## config.mk

```make
export PLATFORM = sky130hd
export DESIGN_NAME = ipdom_split_join_ctrl
export DESIGN_NICKNAME = d
export VERILOG_FILES = /design/src/rtl/ipdom_split_join_ctrl_pkg.sv /design/src/rtl/ipdom_join_fsm.sv /design/src/rtl/ipdom_split_join_ctrl.sv
export SDC_FILE = /design/constraint.sdc
export NUM_CORES = 1
export LEC_CHECK = 0
export CAP_MARGIN = 20
export CORE_AREA = 2 2 115 117
export CTS_BUF_LIST = sky130_fd_sc_hd__clkbuf_8
export CTS_CLUSTER_SIZE = 28
export DETAILED_ROUTE_END_ITERATION = 12
export DIE_AREA = 0 0 117 119
export PLACE_DENSITY = 0.54
export SLEW_MARGIN = 25
export SYNTH_ARGS = -nofsm -noshare
export SYNTH_HDL_FRONTEND = slang
export SYNTH_SLANG_ARGS = --single-unit
```

## constraint.sdc

```tcl
create_clock -name clk -period 2.5 [get_ports clk]
set_input_delay 0.5 -clock clk [delete_from_list [all_inputs] [get_ports clk]]
set_output_delay 0.5 -clock clk [all_outputs]
set_load 0.05 [all_outputs]
```

## src/rtl/ipdom_split_join_ctrl_pkg.sv

```systemverilog
// ---------------------------------------------------------------------------
// ipdom_split_join_ctrl_pkg
// Shared definitions for the IPDOM split/join control stage.
//   log2up()             : ceil(log2(n)), never below 1
//   *_DFLT               : default geometry of the stage and the stack
//   NW_WIDTH             : warp id width for the default warp count
//   ipdom_entry_t        : one stack half-entry, {tmask, pc}
//   ipdom_join_state_e   : join sequencer states
// ---------------------------------------------------------------------------
package ipdom_split_join_ctrl_pkg;

  function automatic int log2up(input int n);
    return (n > 1) ? $clog2(n) : 1;
  endfunction

  localparam int NUM_WARPS_DFLT   = 4;
  localparam int NUM_THREADS_DFLT = 4;
  localparam int PC_WIDTH_DFLT    = 32;
  localparam int DEPTH_DFLT       = 8;

  localparam int NW_WIDTH = log2up(NUM_WARPS_DFLT);

  typedef struct packed {
    logic [NUM_THREADS_DFLT-1:0] tmask;
    logic [PC_WIDTH_DFLT-1:0]    pc;
  } ipdom_entry_t;

  typedef enum logic {
    ST_IDLE      = 1'b0,
    ST_JOIN_WAIT = 1'b1
  } ipdom_join_state_e;

endpackage

```

## src/rtl/ipdom_join_fsm.sv

```systemverilog
// ---------------------------------------------------------------------------
// ipdom_join_fsm
// Join sequencer: holds the IDLE / JOIN_WAIT state, latches the accepted
// join's warp id, read pointer and nop flag, and formats the one-cycle join
// response from the stack read-back.
//
//   state      | meaning
//   -----------+--------------------------------------------------------
//   ST_IDLE    | ops may be accepted; no response pending
//   ST_JOIN_WAIT | join accepted last cycle; stack data valid, respond now
//
// Ports
//   clk, reset        : clock, synchronous active-high reset
//   i_join_fire       : join handshake this cycle
//   i_join_wid        : warp of the accepted join
//   i_join_rd_ptr     : stack slot read for the accepted join
//   i_join_nop        : accepted join has no stack effect
//   i_stk_q_val/idx   : stack read-back ({tmask, pc}, half selector)
//   o_busy            : FSM is in JOIN_WAIT
//   o_wid, o_rd_ptr   : latched warp / read pointer of the pending join
//   o_rsp_*           : join response to the warp scheduler
// ---------------------------------------------------------------------------
module ipdom_join_fsm
  import ipdom_split_join_ctrl_pkg::*;
#(
  parameter int NT   = 4,
  parameter int PCW  = 32,
  parameter int NW_W = 2,
  parameter int AW   = 3
) (
  input  logic            clk,
  input  logic            reset,
  input  logic            i_join_fire,
  input  logic [NW_W-1:0] i_join_wid,
  input  logic [AW-1:0]   i_join_rd_ptr,
  input  logic            i_join_nop,
  input  logic [NT+PCW-1:0] i_stk_q_val,
  input  logic            i_stk_q_idx,
  output logic            o_busy,
  output logic [NW_W-1:0] o_wid,
  output logic [AW-1:0]   o_rd_ptr,
  output logic            o_rsp_valid,
  output logic [NW_W-1:0] o_rsp_wid,
  output logic [NT-1:0]   o_rsp_tmask,
  output logic [PCW-1:0]  o_rsp_pc,
  output logic            o_rsp_pc_set,
  output logic            o_rsp_nop
);

  ipdom_join_state_e r_state;
  logic [NW_W-1:0]   r_wid;
  logic [AW-1:0]     r_rd_ptr;
  logic              r_nop;

  always_ff @(posedge clk) begin
    if (reset) begin
      r_state  <= ST_IDLE;
      r_wid    <= '0;
      r_rd_ptr <= '0;
      r_nop    <= 1'b0;
    end else begin
      case (r_state)
        ST_IDLE: begin
          if (i_join_fire) begin
            r_wid    <= i_join_wid;
            r_rd_ptr <= i_join_rd_ptr;
            r_nop    <= i_join_nop;
            r_state  <= ST_JOIN_WAIT;
          end
        end
        ST_JOIN_WAIT: r_state <= ST_IDLE;
        default:      r_state <= ST_IDLE;
      endcase
    end
  end

  assign o_busy   = (r_state == ST_JOIN_WAIT);
  assign o_wid    = r_wid;
  assign o_rd_ptr = r_rd_ptr;

  // The stack returns the read entry one cycle after the read pointer, so
  // the response is formed from live read-back while in JOIN_WAIT. The
  // reset term drops a response that would coincide with a reset cycle.
  always_comb begin
    o_rsp_valid  = 1'b0;
    o_rsp_wid    = '0;
    o_rsp_tmask  = '0;
    o_rsp_pc     = '0;
    o_rsp_pc_set = 1'b0;
    o_rsp_nop    = 1'b0;
    if (o_busy && !reset) begin
      o_rsp_valid = 1'b1;
      o_rsp_wid   = r_wid;
      o_rsp_nop   = r_nop;
      if (!r_nop) begin
        o_rsp_tmask  = i_stk_q_val[PCW +: NT];
        o_rsp_pc     = i_stk_q_val[PCW-1:0];
        // half 0 holds the else path (first join), half 1 the original mask
        o_rsp_pc_set = ~i_stk_q_idx;
      end
    end
  end

endmodule

```

## src/rtl/ipdom_split_join_ctrl.sv

```systemverilog
// ---------------------------------------------------------------------------
// ipdom_split_join_ctrl
// Control stage in front of the per-warp IPDOM stack. Accepts split and join
// requests (split wins), drives stack push/pop/data/read pointer/warp id,
// and returns join responses (else-path switch or mask restore).
//
// Optional feature: define IPDOM_PERF_EN to build the perf_splits /
// perf_joins counters; otherwise both outputs are tied to zero.
//
// Ports
//   clk, reset            : clock, synchronous active-high reset
//   i_split_*, o_split_*  : split request handshake, o_split_sptr token
//   i_join_*, o_join_*    : join request handshake and response
//   o_stk_*               : stack command (wid, push, pop, rd_ptr, d0, d1)
//   i_stk_*               : stack status and read-back
//   o_err_underflow       : sticky, pop requested on an empty stack
//   o_perf_splits/joins   : event counters (IPDOM_PERF_EN only)
// ---------------------------------------------------------------------------
module ipdom_split_join_ctrl
  import ipdom_split_join_ctrl_pkg::*;
#(
  parameter int NUM_WARPS   = NUM_WARPS_DFLT,
  parameter int NUM_THREADS = NUM_THREADS_DFLT,
  parameter int PC_WIDTH    = PC_WIDTH_DFLT,
  parameter int DEPTH       = DEPTH_DFLT,
  localparam int NW_W       = log2up(NUM_WARPS),
  localparam int AW         = log2up(DEPTH),
  localparam int EW         = NUM_THREADS + PC_WIDTH
) (
  input  logic                    clk,
  input  logic                    reset,
  input  logic                    i_split_valid,
  output logic                    o_split_ready,
  input  logic [NW_W-1:0]         i_split_wid,
  input  logic                    i_split_is_div,
  input  logic [NUM_THREADS-1:0]  i_split_orig_tmask,
  input  logic [NUM_THREADS-1:0]  i_split_else_tmask,
  input  logic [PC_WIDTH-1:0]     i_split_else_pc,
  output logic [AW-1:0]           o_split_sptr,
  input  logic                    i_join_valid,
  output logic                    o_join_ready,
  input  logic [NW_W-1:0]         i_join_wid,
  input  logic [AW-1:0]           i_join_sptr,
  output logic                    o_join_rsp_valid,
  output logic [NW_W-1:0]         o_join_rsp_wid,
  output logic [NUM_THREADS-1:0]  o_join_rsp_tmask,
  output logic [PC_WIDTH-1:0]     o_join_rsp_pc,
  output logic                    o_join_rsp_pc_set,
  output logic                    o_join_rsp_nop,
  output logic [NW_W-1:0]         o_stk_wid,
  output logic                    o_stk_push,
  output logic                    o_stk_pop,
  output logic [AW-1:0]           o_stk_rd_ptr,
  output logic [EW-1:0]           o_stk_d0,
  output logic [EW-1:0]           o_stk_d1,
  input  logic [EW-1:0]           i_stk_q_val,
  input  logic                    i_stk_q_idx,
  input  logic [NUM_WARPS*AW-1:0] i_stk_wr_ptr,
  input  logic                    i_stk_full,
  input  logic                    i_stk_empty,
  output logic                    o_err_underflow,
  output logic [31:0]             o_perf_splits,
  output logic [31:0]             o_perf_joins
);

  logic            w_busy;
  logic            w_idle;
  logic [AW-1:0]   w_wr_ptr [NUM_WARPS];
  logic [AW-1:0]   w_split_ptr;
  logic [AW-1:0]   w_join_ptr;
  logic [AW-1:0]   w_top;
  logic            w_split_fire;
  logic            w_push;
  logic            w_join_fire;
  logic            w_join_hit;
  logic            w_join_nop;
  logic            w_pop;
  logic            w_underflow;
  logic [NW_W-1:0] w_fsm_wid;
  logic [AW-1:0]   w_fsm_rd_ptr;
  logic            r_err_underflow;

  for (genvar g = 0; g < NUM_WARPS; g++) begin : g_wr_ptr
    assign w_wr_ptr[g] = i_stk_wr_ptr[g*AW +: AW];
  end

  // Outputs are gated by reset so the stack sees a quiet interface while
  // the FSM register is being cleared.
  assign w_idle      = ~reset & ~w_busy;
  assign w_split_ptr = w_wr_ptr[i_split_wid];
  assign w_join_ptr  = w_wr_ptr[i_join_wid];
  assign w_top       = w_join_ptr - AW'(1);

  // split path
  assign o_split_ready = w_idle & ~(i_split_is_div & i_stk_full);
  assign w_split_fire  = i_split_valid & o_split_ready;
  assign w_push        = w_split_fire & i_split_is_div;
  assign o_split_sptr  = w_idle ? w_split_ptr : '0;
  assign o_stk_push    = w_push;
  assign o_stk_d1      = w_push ? {i_split_else_tmask, i_split_else_pc} : '0;
  assign o_stk_d0      = w_push ? {i_split_orig_tmask, PC_WIDTH'(0)}    : '0;

  // join path; a pending split blocks joins so at most one op per cycle
  assign o_join_ready = w_idle & ~i_split_valid;
  assign w_join_fire  = i_join_valid & o_join_ready;
  // token equal to the current write pointer means the split never pushed
  assign w_join_hit   = (w_join_ptr != i_join_sptr);
  assign w_pop        = w_join_fire & w_join_hit & ~i_stk_empty;
  assign w_underflow  = w_join_fire & w_join_hit &  i_stk_empty;
  // an underflowing join is suppressed, so it also has no stack effect
  assign w_join_nop   = ~w_join_hit | i_stk_empty;
  assign o_stk_pop    = w_pop;

  always_comb begin
    o_stk_wid    = '0;
    o_stk_rd_ptr = '0;
    if (w_idle) begin
      o_stk_wid    = i_split_valid ? i_split_wid : i_join_wid;
      o_stk_rd_ptr = w_top;
    end else if (!reset) begin
      // hold the read address through JOIN_WAIT while the read-back is used
      o_stk_wid    = w_fsm_wid;
      o_stk_rd_ptr = w_fsm_rd_ptr;
    end
  end

  always_ff @(posedge clk) begin
    if (reset)
      r_err_underflow <= 1'b0;
    else if (w_underflow)
      r_err_underflow <= 1'b1;
  end
  assign o_err_underflow = r_err_underflow;

  ipdom_join_fsm #(
    .NT   (NUM_THREADS),
    .PCW  (PC_WIDTH),
    .NW_W (NW_W),
    .AW   (AW)
  ) u_join_fsm (
    .clk          (clk),
    .reset        (reset),
    .i_join_fire  (w_join_fire),
    .i_join_wid   (i_join_wid),
    .i_join_rd_ptr(w_top),
    .i_join_nop   (w_join_nop),
    .i_stk_q_val  (i_stk_q_val),
    .i_stk_q_idx  (i_stk_q_idx),
    .o_busy       (w_busy),
    .o_wid        (w_fsm_wid),
    .o_rd_ptr     (w_fsm_rd_ptr),
    .o_rsp_valid  (o_join_rsp_valid),
    .o_rsp_wid    (o_join_rsp_wid),
    .o_rsp_tmask  (o_join_rsp_tmask),
    .o_rsp_pc     (o_join_rsp_pc),
    .o_rsp_pc_set (o_join_rsp_pc_set),
    .o_rsp_nop    (o_join_rsp_nop)
  );

`ifdef IPDOM_PERF_EN
  logic [31:0] r_perf_splits;
  logic [31:0] r_perf_joins;

  always_ff @(posedge clk) begin
    if (reset) begin
      r_perf_splits <= '0;
      r_perf_joins  <= '0;
    end else begin
      if (w_push)
        r_perf_splits <= r_perf_splits + 32'd1;
      if (o_join_rsp_valid && !o_join_rsp_nop)
        r_perf_joins  <= r_perf_joins + 32'd1;
    end
  end

  assign o_perf_splits = r_perf_splits;
  assign o_perf_joins  = r_perf_joins;
`else
  assign o_perf_splits = '0;
  assign o_perf_joins  = '0;
`endif

endmodule
```

==> results by group <==
Timing
  – Final worst slack: 0.01602 ns
  – Setup violations, final: 0
  – Unrepaired setup endpoints after global routing: true
  – Fin Setup TNS: 0 ns
  – Slew Limit Fails: 0
  – Tmin final: 2.484 ns
  – Slew headroom: 65.97%
  – Crit share post-route: 99.36%
  – Fin. Hold Viols: 0
  – Max Clk Rate: 402.6 MHz
  – Slew @ Worst Pin: 0.5089 ns
  – Max Clock Skew: 0.001760 ns

Clock network
  – Clk root buf: clkbuf_8
  – Hold Buf Count CTS: 0
  – Cts bufs inserted: 3
  – Clk pin slew, worst setup/hold paths: 0.04 ns
  – H-tree levels: 1
  – CTS Buffer Depth: 2
  – CTS tree: done
  – Clock Latency Late Sink: 0.22 ns
  – Clk sinks: 8

Worst setup path
  – Ordered list of cells on the worst path: clkdlybuf4s15_1 > mux4_2 > buf_4 > xnor2_2 > a311oi_4 > buf_12
  – Crit end category: output pin
  – WS Path Type: in -> out
  – Reg2Reg Launch Point: u_join_fsm.o_busy
  – CP max-delay cell: mux4_2
  – Startpoint types: primary input
  – Reg-to-reg endpoint: o_err_underflow
  – Worst EP arrival: 1.98 ns
  – Reg2Reg Setup Slack: 0.94 ns
  – CP peak stage delay: 0.50 ns
  – Worst Reg-to-Reg Cells: 8
  – Worst-path fanout max: 2
  – Crit path required time: 2.00 ns

Global route
  – Largest net degree at the start of global routing: 38
  – Vias in the first global route: 2,008
  – First-pass GRT wire length: 11,070 um
  – Global-route usage over all layers: 10.18%
  – GR Overflow Total: 0
  – Antenna violations before repair: 1

Detailed routing
  – Via Count: 2,216
  – DR vias/cell: 3.420
  – Routed Antenna Nets: 0
  – Wire per inst: 12.97 um
  – Initial DRC count: 24
  – DR DRC count: 0
  – WL final: 8402 um
  – 1st-pass router iterations: 4

Flow run
  – Max-Cap Viols: 0

Logic synthesis
  – Synth Register Bits: 8
  – Mapped Area: 0.001883 mm2
  – Area share of the leading cell type in the synthesized netlist: 38.27%
  – Fraction of the yosys area taken by sequential cells: 8.505%
  – Synth Area per Inst: 7.385 um2
  – Synth top area cells: buf_4, and2_1, dfxtp_1
  – Area leader, netlist: buf_4
  – Ys Warns: 0
  – Netlist cell types: 25
  – Mapped Cells: 255

Min path
  – Hold path endpoint: u_join_fsm.o_wid[0]
  – Worst hold start: u_join_fsm.o_wid[0]
  – Tightest Hold Check Type: reg -> reg
  – Worst hold path stage count: 2

Status
  – Status: completed

Place
  – Final HPWL DP: 6794 um
  – Worst slack, placed: -0.4899 ns
  – IO buf count: 196
  – Placer congestion estimate: 0.8051

Final layout
  – Most common cell after layout, fill and taps aside: conb_1
  – # fillers: 1,241
  – Nets: 577
  – Most frequent cells in the layout: conb_1, buf_12, clkdlybuf4s50_1
  – Layout cells sized above 1: 39.49%
  – P&R area growth vs syn: 171.7%
  – Area of the multi-input gates: 0.001491 mm2
  – FF+latch area: 160.2 um2
  – Core Util, Final: 39.74%

Floorplan
  – Die Area: 0.01392 mm2
  – Die X: 117 um
  – # rows: 42
  – I/O Pins: 293
  – Die height: 119 um
  – Core Footprint: 0.01287 mm2
  – Starting Density: 14.63%

Power
  – Leakage: 2.244 nW
  – Maximum VDD drop: 210.7 uV
  – Cell Pwr Density: 242.9 mW/mm2
[how the worst max path moves through the flow]
stage,start,to,slack [ns],cells after the start
3_3_place_gp,i_join_wid[0],o_stk_rd_ptr[2],-0.46,8
4_1_cts,reset,o_stk_pop,-0.05,6
5_1_grt,i_stk_wr_ptr[10],o_stk_pop,-0.02,6
6_report,i_stk_wr_ptr[10],o_stk_pop,0.02,6
2_1_floorplan,reset,o_stk_pop,-0.19,3
3_5_place_dp,i_join_wid[0],o_stk_rd_ptr[2],-0.49,8
[state kept, by name, indices dropped and copies added (netlist names)]
| signal | flops |
|---|---|
| u_join_fsm.o_busy | 1 |
| u_join_fsm.o_wid | 2 |
| u_join_fsm.o_rd_ptr | 3 |
| o_err_underflow | 1 |
| u_join_fsm.r_nop | 1 |
[Yosys cell counts, drive strengths merged]
cell type  instances
a211oi             2
a21oi              7
a311oi             1
a31oi              1
and2              79
buf               97
clkbuf             9
conb               1
dfxtp              8
ha                 1
inv                3
mux2i              3
mux4               6
nand2              7
nor2              14
nor2b              6
nor3               4
o21ba              1
or2                1
xnor2              3
xor2               1
[metrics by stage]
stage	area (um2)	instances	power, mW	hold slack [ns]
4_1_cts	4943	639	1.229	0.4890
2_1_floorplan	2272	350	0.7959	0.4451
3_5_place_dp	4752	631	1.045	0.4792
5_1_grt	5116	648	1.297	0.4993
6_report	5116	648	1.243	0.4940
3_3_place_gp	4752	631	1.042	0.4782
[cell type report]
class,instances,share of cell area (%)
clock buffers,3,0.8070
inverters,3,0.2201
multi-input cells,233,29.15
repair buffers,224,62.34
well taps,176,4.304
diodes,1,0.04891
flip-flops and latches,8,3.130
[routing by layer]
layer  share of wire, %  global-route usage, %  routed length, um
met5                  0                      0                  0
met1                 35                  11.00               2946
met2                 57                  20.45               4760
met4               0.17                 0.8088                 14
met3                8.1                  2.188                681
[where the power goes]
| group | switching [mW] | internal [mW] |
|---|---|---|
| Sequential | 0.00397 | 0.134 |
| Combinational | 0.590 | 0.364 |
| Clock | 0.0473 | 0.104 |
[cell families after synthesis]
| family | after synthesis | synth area share (%) |
|---|---|---|
| buf+inv | 109 | 40.93 |
| mux | 9 | 8.771 |
| flops | 8 | 8.505 |
| other cells | 1 | 0.1991 |
| compound gates | 12 | 4.319 |
| fa+ha+maj | 1 | 0.6643 |
| xor+xnor | 4 | 2.260 |
| simple gates | 111 | 34.35 |
[critical path: cells and delay by family]
family,cells,cell delay [ns]
XOR/XNOR,1,0.15
buffers and inverters,3,0.51
AO/OA/AOI/OAI,1,0.31
multiplexers,1,0.50
[repair_timing]
action                     in CTS  in global routing
setup endpoints to repair      69                 83
gates cloned                    1                  5
pin swaps                       7                  4
hold endpoints to repair        0                  0
gates resized for setup        69                 20
buffers inserted                4                  3
Power figures use the tool's default switching activity.
